File: src/rtl/uart_arb_pkg.sv
// Shared types and helpers for the UART TX write-port arbiter.
// Optional watchdog is enabled by defining UART_ARB_WDOG_EN (see uart_tx_arbiter).
package uart_arb_pkg;

    typedef enum logic [0:0] {
        IDLE   = 1'b0,
        LOCKED = 1'b1
    } arb_state_t;

    localparam int unsigned MAX_REQ = 8;

    // Modulo-n increment used to walk requester indices with wrap-around.
    function automatic int unsigned wrap_add(input int unsigned base,
                                             input int unsigned ofs,
                                             input int unsigned n);
        return (base + ofs) % n;
    endfunction

endpackage

File: src/rtl/uart_rr_picker.sv
// Round-robin find-first: returns the first set req bit searching from ptr+1 with wrap-around.
module uart_rr_picker
    import uart_arb_pkg::*;
#(
    parameter int unsigned NUM_REQ = 4,
    parameter int unsigned ID_W    = $clog2(NUM_REQ)
) (
    input  logic [NUM_REQ-1:0] req,
    input  logic [ID_W-1:0]    ptr,
    output logic               found,
    output logic [ID_W-1:0]    idx
);

    logic [NUM_REQ-1:0] rot;
    logic [ID_W-1:0]    ofs;

    // Rotate so that bit 0 corresponds to requester ptr+1.
    always_comb begin
        rot = '0;
        for (int k = 0; k < int'(NUM_REQ); k++) begin
            rot[k] = req[ID_W'(wrap_add(32'(ptr), 32'(k) + 32'd1, NUM_REQ))];
        end
    end

    // Find-first on the rotated vector; descending scan leaves the lowest hit.
    always_comb begin
        found = 1'b0;
        ofs   = '0;
        for (int k = int'(NUM_REQ) - 1; k >= 0; k--) begin
            if (rot[k]) begin
                found = 1'b1;
                ofs   = ID_W'(k);
            end
        end
    end

    assign idx = ID_W'(wrap_add(32'(ofs), 32'(ptr) + 32'd1, NUM_REQ));

endmodule

File: src/rtl/uart_tx_arbiter.sv
// Message-locked round-robin arbiter for the UART TX fifo write port.
// Define UART_ARB_WDOG_EN to release locks held by an idle requester after WDOG_CYCLES.
module uart_tx_arbiter
    import uart_arb_pkg::*;
#(
    parameter int unsigned DATA_WIDTH  = 8,
    parameter int unsigned NUM_REQ     = 4,
    parameter int unsigned ID_W        = $clog2(NUM_REQ),
    parameter int unsigned WDOG_CYCLES = 255
) (
    input  logic                          clk,
    input  logic                          rst,
    input  logic [NUM_REQ-1:0]            req_valid,
    input  logic [NUM_REQ-1:0]            req_last,
    input  logic [NUM_REQ*DATA_WIDTH-1:0] req_data,
    output logic [NUM_REQ-1:0]            req_ready,
    input  logic                          fifo_full,
    output logic                          fifo_wr,
    output logic [DATA_WIDTH-1:0]         fifo_w_data,
    output logic                          grant_valid,
    output logic [ID_W-1:0]               grant_id,
    output logic                          wdog_timeout
);

    arb_state_t      state;
    arb_state_t      state_d;
    logic [ID_W-1:0] grant_id_d;
    logic            grant_valid_d;
    logic [ID_W-1:0] rr_ptr;
    logic [ID_W-1:0] rr_ptr_d;

    logic            pick_found;
    logic [ID_W-1:0] pick_idx;
    logic            locked;
    logic            holder_valid;
    logic            holder_last;
    logic            xfer;
    logic            wdog_fire_c;

    // Configurations outside 2..MAX_REQ requesters or a zero timeout are unsupported.
    if (NUM_REQ < 2 || NUM_REQ > MAX_REQ || WDOG_CYCLES == 0) begin : g_cfg_unsupported
    end

    uart_rr_picker #(
        .NUM_REQ (NUM_REQ),
        .ID_W    (ID_W)
    ) u_picker (
        .req   (req_valid),
        .ptr   (rr_ptr),
        .found (pick_found),
        .idx   (pick_idx)
    );

    // A reset cycle already counts as lock-dropped so no stray write slips out.
    assign locked       = (state == LOCKED) && !rst;
    assign holder_valid = req_valid[grant_id];
    assign holder_last  = req_last[grant_id];
    assign xfer         = locked && holder_valid && !fifo_full;

    assign fifo_wr     = xfer;
    assign fifo_w_data = req_data[32'(grant_id)*DATA_WIDTH +: DATA_WIDTH];

    always_comb begin
        req_ready = '0;
        if (locked) begin
            req_ready[grant_id] = !fifo_full;
        end
    end

    // Next-state: arbitrate in IDLE, hold the lock until last word or watchdog.
    always_comb begin
        state_d       = state;
        grant_id_d    = grant_id;
        grant_valid_d = grant_valid;
        rr_ptr_d      = rr_ptr;
        case (state)
            IDLE: begin
                if (pick_found) begin
                    state_d       = LOCKED;
                    grant_id_d    = pick_idx;
                    grant_valid_d = 1'b1;
                end
            end
            LOCKED: begin
                if ((xfer && holder_last) || wdog_fire_c) begin
                    state_d       = IDLE;
                    grant_valid_d = 1'b0;
                    rr_ptr_d      = grant_id;
                end
            end
            default: begin
                state_d       = IDLE;
                grant_valid_d = 1'b0;
            end
        endcase
    end

    always_ff @(posedge clk) begin
        if (rst) begin
            state       <= IDLE;
            grant_valid <= 1'b0;
            grant_id    <= '0;
            rr_ptr      <= ID_W'(NUM_REQ - 1);
        end else begin
            state       <= state_d;
            grant_valid <= grant_valid_d;
            grant_id    <= grant_id_d;
            rr_ptr      <= rr_ptr_d;
        end
    end

`ifdef UART_ARB_WDOG_EN
    localparam int unsigned WDOG_W = 16;

    logic [WDOG_W-1:0] idle_cnt;
    logic              wdog_q;

    // Fires on the WDOG_CYCLES-th consecutive cycle the holder has nothing valid.
    assign wdog_fire_c = locked && !holder_valid
                         && (idle_cnt == WDOG_W'(WDOG_CYCLES - 1));

    always_ff @(posedge clk) begin
        if (rst) begin
            idle_cnt <= '0;
            wdog_q   <= 1'b0;
        end else begin
            wdog_q <= wdog_fire_c;
            if (state != LOCKED || xfer || wdog_fire_c) begin
                idle_cnt <= '0;
            end else if (!holder_valid) begin
                idle_cnt <= idle_cnt + WDOG_W'(1);
            end
        end
    end

    assign wdog_timeout = wdog_q;
`else
    assign wdog_fire_c  = 1'b0;
    assign wdog_timeout = 1'b0;
`endif

endmodule
File: config.mk
export PLATFORM = sky130hd
export DESIGN_NAME = uart_tx_arbiter
export DESIGN_NICKNAME = d
export VERILOG_FILES = /design/src/rtl/uart_arb_pkg.sv /design/src/rtl/uart_rr_picker.sv /design/src/rtl/uart_tx_arbiter.sv
export SDC_FILE = /design/constraint.sdc
export NUM_CORES = 1
export LEC_CHECK = 0
export BUFFER_PORTS_ARGS = -buffer_cell sky130_fd_sc_hd__buf_2
export CORE_AREA = 2 2 48 50
export DETAILED_ROUTE_END_ITERATION = 7
export DIE_AREA = 0 0 50 52
export HOLD_SLACK_MARGIN = 0.03
export PLACE_DENSITY_LB_ADDON = 0.12
export REMOVE_ABC_BUFFERS = 1
export SKIP_LAST_GASP = 1
export SLEW_MARGIN = 20
export SYNTH_ARGS = -nofsm -noshare
export SYNTH_HDL_FRONTEND = slang
export SYNTH_SLANG_ARGS = --single-unit
File: constraint.sdc
create_clock -name clk -period 1.9 [get_ports clk]
set_input_delay 0.38 -clock clk [delete_from_list [all_inputs] [get_ports clk]]
set_output_delay 0.38 -clock clk [all_outputs]
set_load 0.01 [all_outputs]
# Yosys cells after proc, flatten, opt, wreduce, memory -nomap -nowiden

Index checks and enable logic that the tools add are counted.

Register bits after elaboration: 6
Bits of input ports: 43
Logic and storage cells: 59

$add $sub $neg: 5
$lt $le $gt $ge: 6
Eq/ne operators: 2
Shifts and indexed selects: 1
Muxes and demuxes: 29
Bitwise logic cells: 2
Reduce and logical (&&, ||, !) cells: 10

Operator list:

| operator            | number |
|---|---|
| $shiftx 32x6->8     | 1 |
| $lt 2x3->1 const B  | 5 |
| $mux 1              | 15 |
| $bmux 1 s2          | 6 |
| $mux 2              | 4 |
| $reduce_and 2->1    | 3 |
| $logic_and 1x1->1   | 5 |
| $add 2x1->2 const B | 2 |
| $add 2x2->2 const B | 2 |
| $and 4x4->4         | 1 |
| $mux 4              | 1 |
| $pmux 1 s2          | 2 |
| $add 2x2->2         | 1 |
| $demux 1 s2         | 1 |
| $ge 2x1->1 const B  | 1 |
| $logic_not 1->1     | 2 |
| $ne 2x1->1 const B  | 1 |
| $ne 2x2->1 const B  | 1 |
| $not 1->1           | 1 |

# Depth between registers and ports, before layout

Word-level depth: 9
Depth in mapped cells: 12
Mapped depth without buffers: 11

# Modules after synthesis

A second synthesis with hierarchy kept.

Cell total of the unflattened synthesis: 78
Area, all modules: 763.2 sq um

By module, submodules not included:

| module          | times used | cells each | area an instance (sq um) | sequential area each (sq um) |
|---|---|---|---|---|
| uart_tx_arbiter | 1          | 53         | 570.5                    | 120.1 |
| uart_rr_picker  | 1          | 25         | 192.7                    | 0.0 |

# Worst setup path before layout

Ideal clock, no wire load.

Path type: input to register
From: in req_valid[3]
To: reg grant_id[1]
Library setup time: 95 ps
Data arrival time: 1607 ps
Required time: 1805 ps
Path slack: 198 ps
Stages on the path: 10
Buffers on the path: 1
Cells stage by stage: clkbuf_2 nor2_1 nor3_1 a21oi_1 nand2_1 ha_1 xnor2_1 xnor2_1 nand2_1 o311ai_1

Cells in the longest elaborated chain, start to end: 7
Elaborated cells on any way between the ends: 18
Classes of those cells: add/sub: 1; mux: 16; reduce/logical: 1

RTL lines:

| what                                                   | line                   | text |
|---|---|---|
| from (decl)                                            | uart_tx_arbiter.sv:13  | `input logic [NUM_REQ-1:0] req_valid,` |
| $bmux 1 s2                                             | uart_rr_picker.sv:21   | `rot[k] = req[ID_W'(wrap_add(32'(ptr), 32'(k) + 32'd1, NUM_REQ))];` |
| $mux 1 (implied by the code)                           | uart_rr_picker.sv:21   |  |
| $mux 2 / $mux 1 (equally long branches) (4 in a row)   | uart_rr_picker.sv:30   | `if (rot[k]) begin` |
| $add 2x2->2 / $reduce_and 2->1 (equally long branches) | n/a                    |  |
| to (signal assigned)                                   | uart_tx_arbiter.sv:107 | `grant_id <= grant_id_d;` |
| to (decl)                                              | uart_tx_arbiter.sv:21  | `output logic [ID_W-1:0] grant_id,` |

Parallel ways exist; a longest one is shown, timed or not. The select of a mux whose other input is x is not followed.
A chain may end at the register's enable or synchronous reset.

# Final worst setup path

From: reg grant_id[1]
To: out fifo_wr

Cells in the longest elaborated chain, start to end: 4

RTL lines:

| what                           | line                  | text |
|---|---|---|
| $bmux 1 s2                     | uart_tx_arbiter.sv:56 | `assign holder_valid = req_valid[grant_id];` |
| $mux 1 (implied by the code)   | uart_tx_arbiter.sv:56 |  |
| $logic_and 1x1->1 (2 in a row) | uart_tx_arbiter.sv:58 | `assign xfer = locked && holder_valid && !fifo_full;` |
| to (decl)                      | uart_tx_arbiter.sv:18 | `output logic fifo_wr,` |

Every way passes these cells. The select of a mux whose other input is x is not followed.

==> flow_summary.ini <==
[yosys]
yosysTopAreaCellShare = 0.2420
yosys.area.top_type = mux4_2
muxShareOfSynthArea = 0.3261
synthFlopType = dfxtp_1
synth-compound-area-share = 0.1311
yosysSeqAreaShare = 0.1613
synth_fa_ha_area_frac = 0.01681
synth_cell_types = 36
synth-edff-count = 0
avgSynthCellArea_sq_um = 9.079
synth_top_family_by_area = multiplexers
ys_ff_latch = 6
synthCells = 82
async_flop_share = 0
synth_simple_gate_area_frac = 0.2387
synth.cell_area_sq_um = 744.5
synth.top_cells.by_area = mux4_2, dfxtp_1, mux4_1
yosysWarnings = 0
synth_xor_area_frac = 0.02353

[cts]
clkTransAtPathRegs_ns = 0.04
hold_buffers = 0
clock-sinks = 6
cts_setup_buffers = 0
cts_buffer_depth = 2
root_buffer = clkbuf_4
htree_levels = 1
cts_made_buffers = 3
clock_latency_ns = 0.24
cts_tree = built

[final_layout]
multi_input_area_sq_um = 551.8
final_util = 0.5122
fillCellCount = 196
final_cell_count_no_fill = 166
n_antenna_cell = 0
layout.nets = 184
area_growth_pct = 44.87
regArea_sq_um = 128.9
drive_gt1_frac = 0.5652

[critical_path]
setup.worst_path.end_class = output pin
crit_fanout = 3
cp-startpoint = grant_id[1]$_SDFFE_PP0P_
r2r_setup_slack_ns = 0.24
crit_slowest_cell = mux4_2
path_cells = mux4_2, and2_1, buf_2
start_kind = flop
cp_data_arrival_time_ns = 1.44
critical_path.max_stage_delay_ns = 0.54
timing.rr.start = rr_ptr[0]$_SDFFE_PP1P_
worstPathRequired_ns = 1.52
cp-endpoint = fifo_wr
critPathKind = flop to output pin
rr_endpoint = grant_id[1]$_SDFFE_PP0P_
worstRegToRegCells = 11

[power_and_ir_drop]
leakagePower_uw = 0.0005231
power_frac_seq = 0.288
ir_drop_mv = 0.4576
p_sw_frac = 0.3261
power_switching_uw = 175.1
p_per_area_nw_per_um2 = 498.0
internal-power_uw = 361.9
power_frac_comb = 0.501
pwr-share-clk = 0.212

[die]
initial_core_util = 0.3535
ioPinCount = 60
core_sq_um = 2106
fp-row-count = 17
die_x_um = 50
die_h_um = 52
die-area_sq_um = 2600

[sta]
skew_ns = 0.004413
setup_viol = 0
setup_ws_ns = 0.08137
finalHoldViolCount = 0
finalMaxSlewViolations = 0
finalSetupTns_ns = 0
rsz0062_at_grt = false
fin_crit_ns = 1.819
timing.final.crit_share = 0.9572
fmax_mhz = 549.9

[global_route]
track_usage = 0.1539
antenna_found_initial = 0
grt_overflow_total = 0
grt_pass1_vias = 726
grt_max_degree = 17
grt_pass1_wl_um = 3187

[min_path]
hold_path.class = input port to flop

[route]
drt_wl_total_um = 1935
post_drt_wl_per_cell_um = 11.66
vias = 845
drc = 0
first_iter_violations = 19
vias_per_cell = 5.090
postRouteAntennaNets = 0
dr.pass1.iters = 4

[place]
dp.cells = 163
place_worst_setup_slack_ns = 0.05099
globalplace.congestion = 0.7907
port_buffers = 58
post-dp-hpwl_um = 1611

[run_status]
outcome = complete, no violations

[flow_run]
maxCapViolCount = 0
==> synthesized netlist by cell type, types with 2 or more instances <==
cell,number
nor2_1,12
mux4_2,8
nand2_1,7
dfxtp_1,6
nor3_1,4
a21oi_1,3
buf_2,3
buf_6,3
and3_1,2
inv_1,2
mux4_1,2
nand2b_1,2
nand3_1,2
nor3b_1,2
o21ai_0,2
xnor2_1,2
==> critical path, delay by kind of cell (launching register included) <==
kind,cells,cell delay [ns]
simple gates,1,0.18
buf+inv,1,0.13
flops,1,0.34
mux,1,0.54
==> layout by cell type (no fill, tap or decap), types with 2 or more instances in the layout <==
cell type / instances
nor3_1: 4
and3_1: 2
nand2_1: 7
o21ai_0: 2
nand3_1: 2
clkbuf_4: 3
nor3b_1: 2
mux4_1: 2
buf_2: 58
xnor2_1: 2
buf_4: 3
nor2_1: 12
mux4_2: 8
nand2b_1: 2
a21oi_1: 3
inv_1: 2
dfxtp_1: 3
dfxtp_4: 2
==> routing by layer <==
layer / GRT usage / wire (um)
met1: 0.2100 / 849
met2: 0.2522 / 904
met3: 0.04023 / 181
met4: 0.01389 / 0
met5: 0 / 0
==> registers in the layout (all words and copies together), names as in the netlist <==
register / flops
state: 1
grant_id: 2
grant_valid: 1
rr_ptr: 2
==> per-stage QoR <==
stage / cell area (sq um) / power, uW / hold slack [ns]
after floorplan: 679.4 / 304.6 / 0.4491
after global placement: 1047 / 424.5 / 0.5111
after detailed placement: 1047 / 427.0 / 0.5091
after CTS: 1071 / 545.1 / 0.3804
after global routing: 1079 / 579.2 / 0.3914
final: 1079 / 537.1 / 0.3820
==> power by group through the flow <==
stage | Combinational, uW | Sequential, uW | Clock (uW)
2_1_floorplan | 132 | 172 | 0
3_3_place_gp | 268 | 157 | 0
3_5_place_dp | 270 | 157 | 0
4_1_cts | 271 | 155 | 119
5_1_grt | 297 | 157 | 125
6_report | 269 | 154 | 114
==> layout make-up <==
cell class,count,area share
clock buffer,3,0.02088
sequential,6,0.1195
inverter,2,0.006961
multi-input combinational,65,0.5116
timing repair buffer,62,0.3086
tap,28,0.03248
==> timing repair <==
item,in CTS,in global routing
resized for setup,1,4
pin swaps,0,1
endpoints found under the setup margin,6,2
==> how the worst min path moves through the flow <==
stage	start	to	slack, ns	depth (start not counted)
after floorplan	rst	state$_SDFF_PP0_	0.45	1
after global placement	state$_SDFF_PP0_	state$_SDFF_PP0_	0.51	2
after detailed placement	state$_SDFF_PP0_	state$_SDFF_PP0_	0.51	2
after CTS	rst	state$_SDFF_PP0_	0.38	2
after global routing	rst	state$_SDFF_PP0_	0.39	2
final	rst	state$_SDFF_PP0_	0.38	2
==> logic make-up after synthesis <==
logic type	after synthesis
other	1
xor gates and xnor gates	2
AOI/OAI and AO/OA	14
adders and majority gates	1
DFF	6
muxes	11
and+or+nand+nor	36
buffers and inverters	11
(Power assumes the default switching activity.)
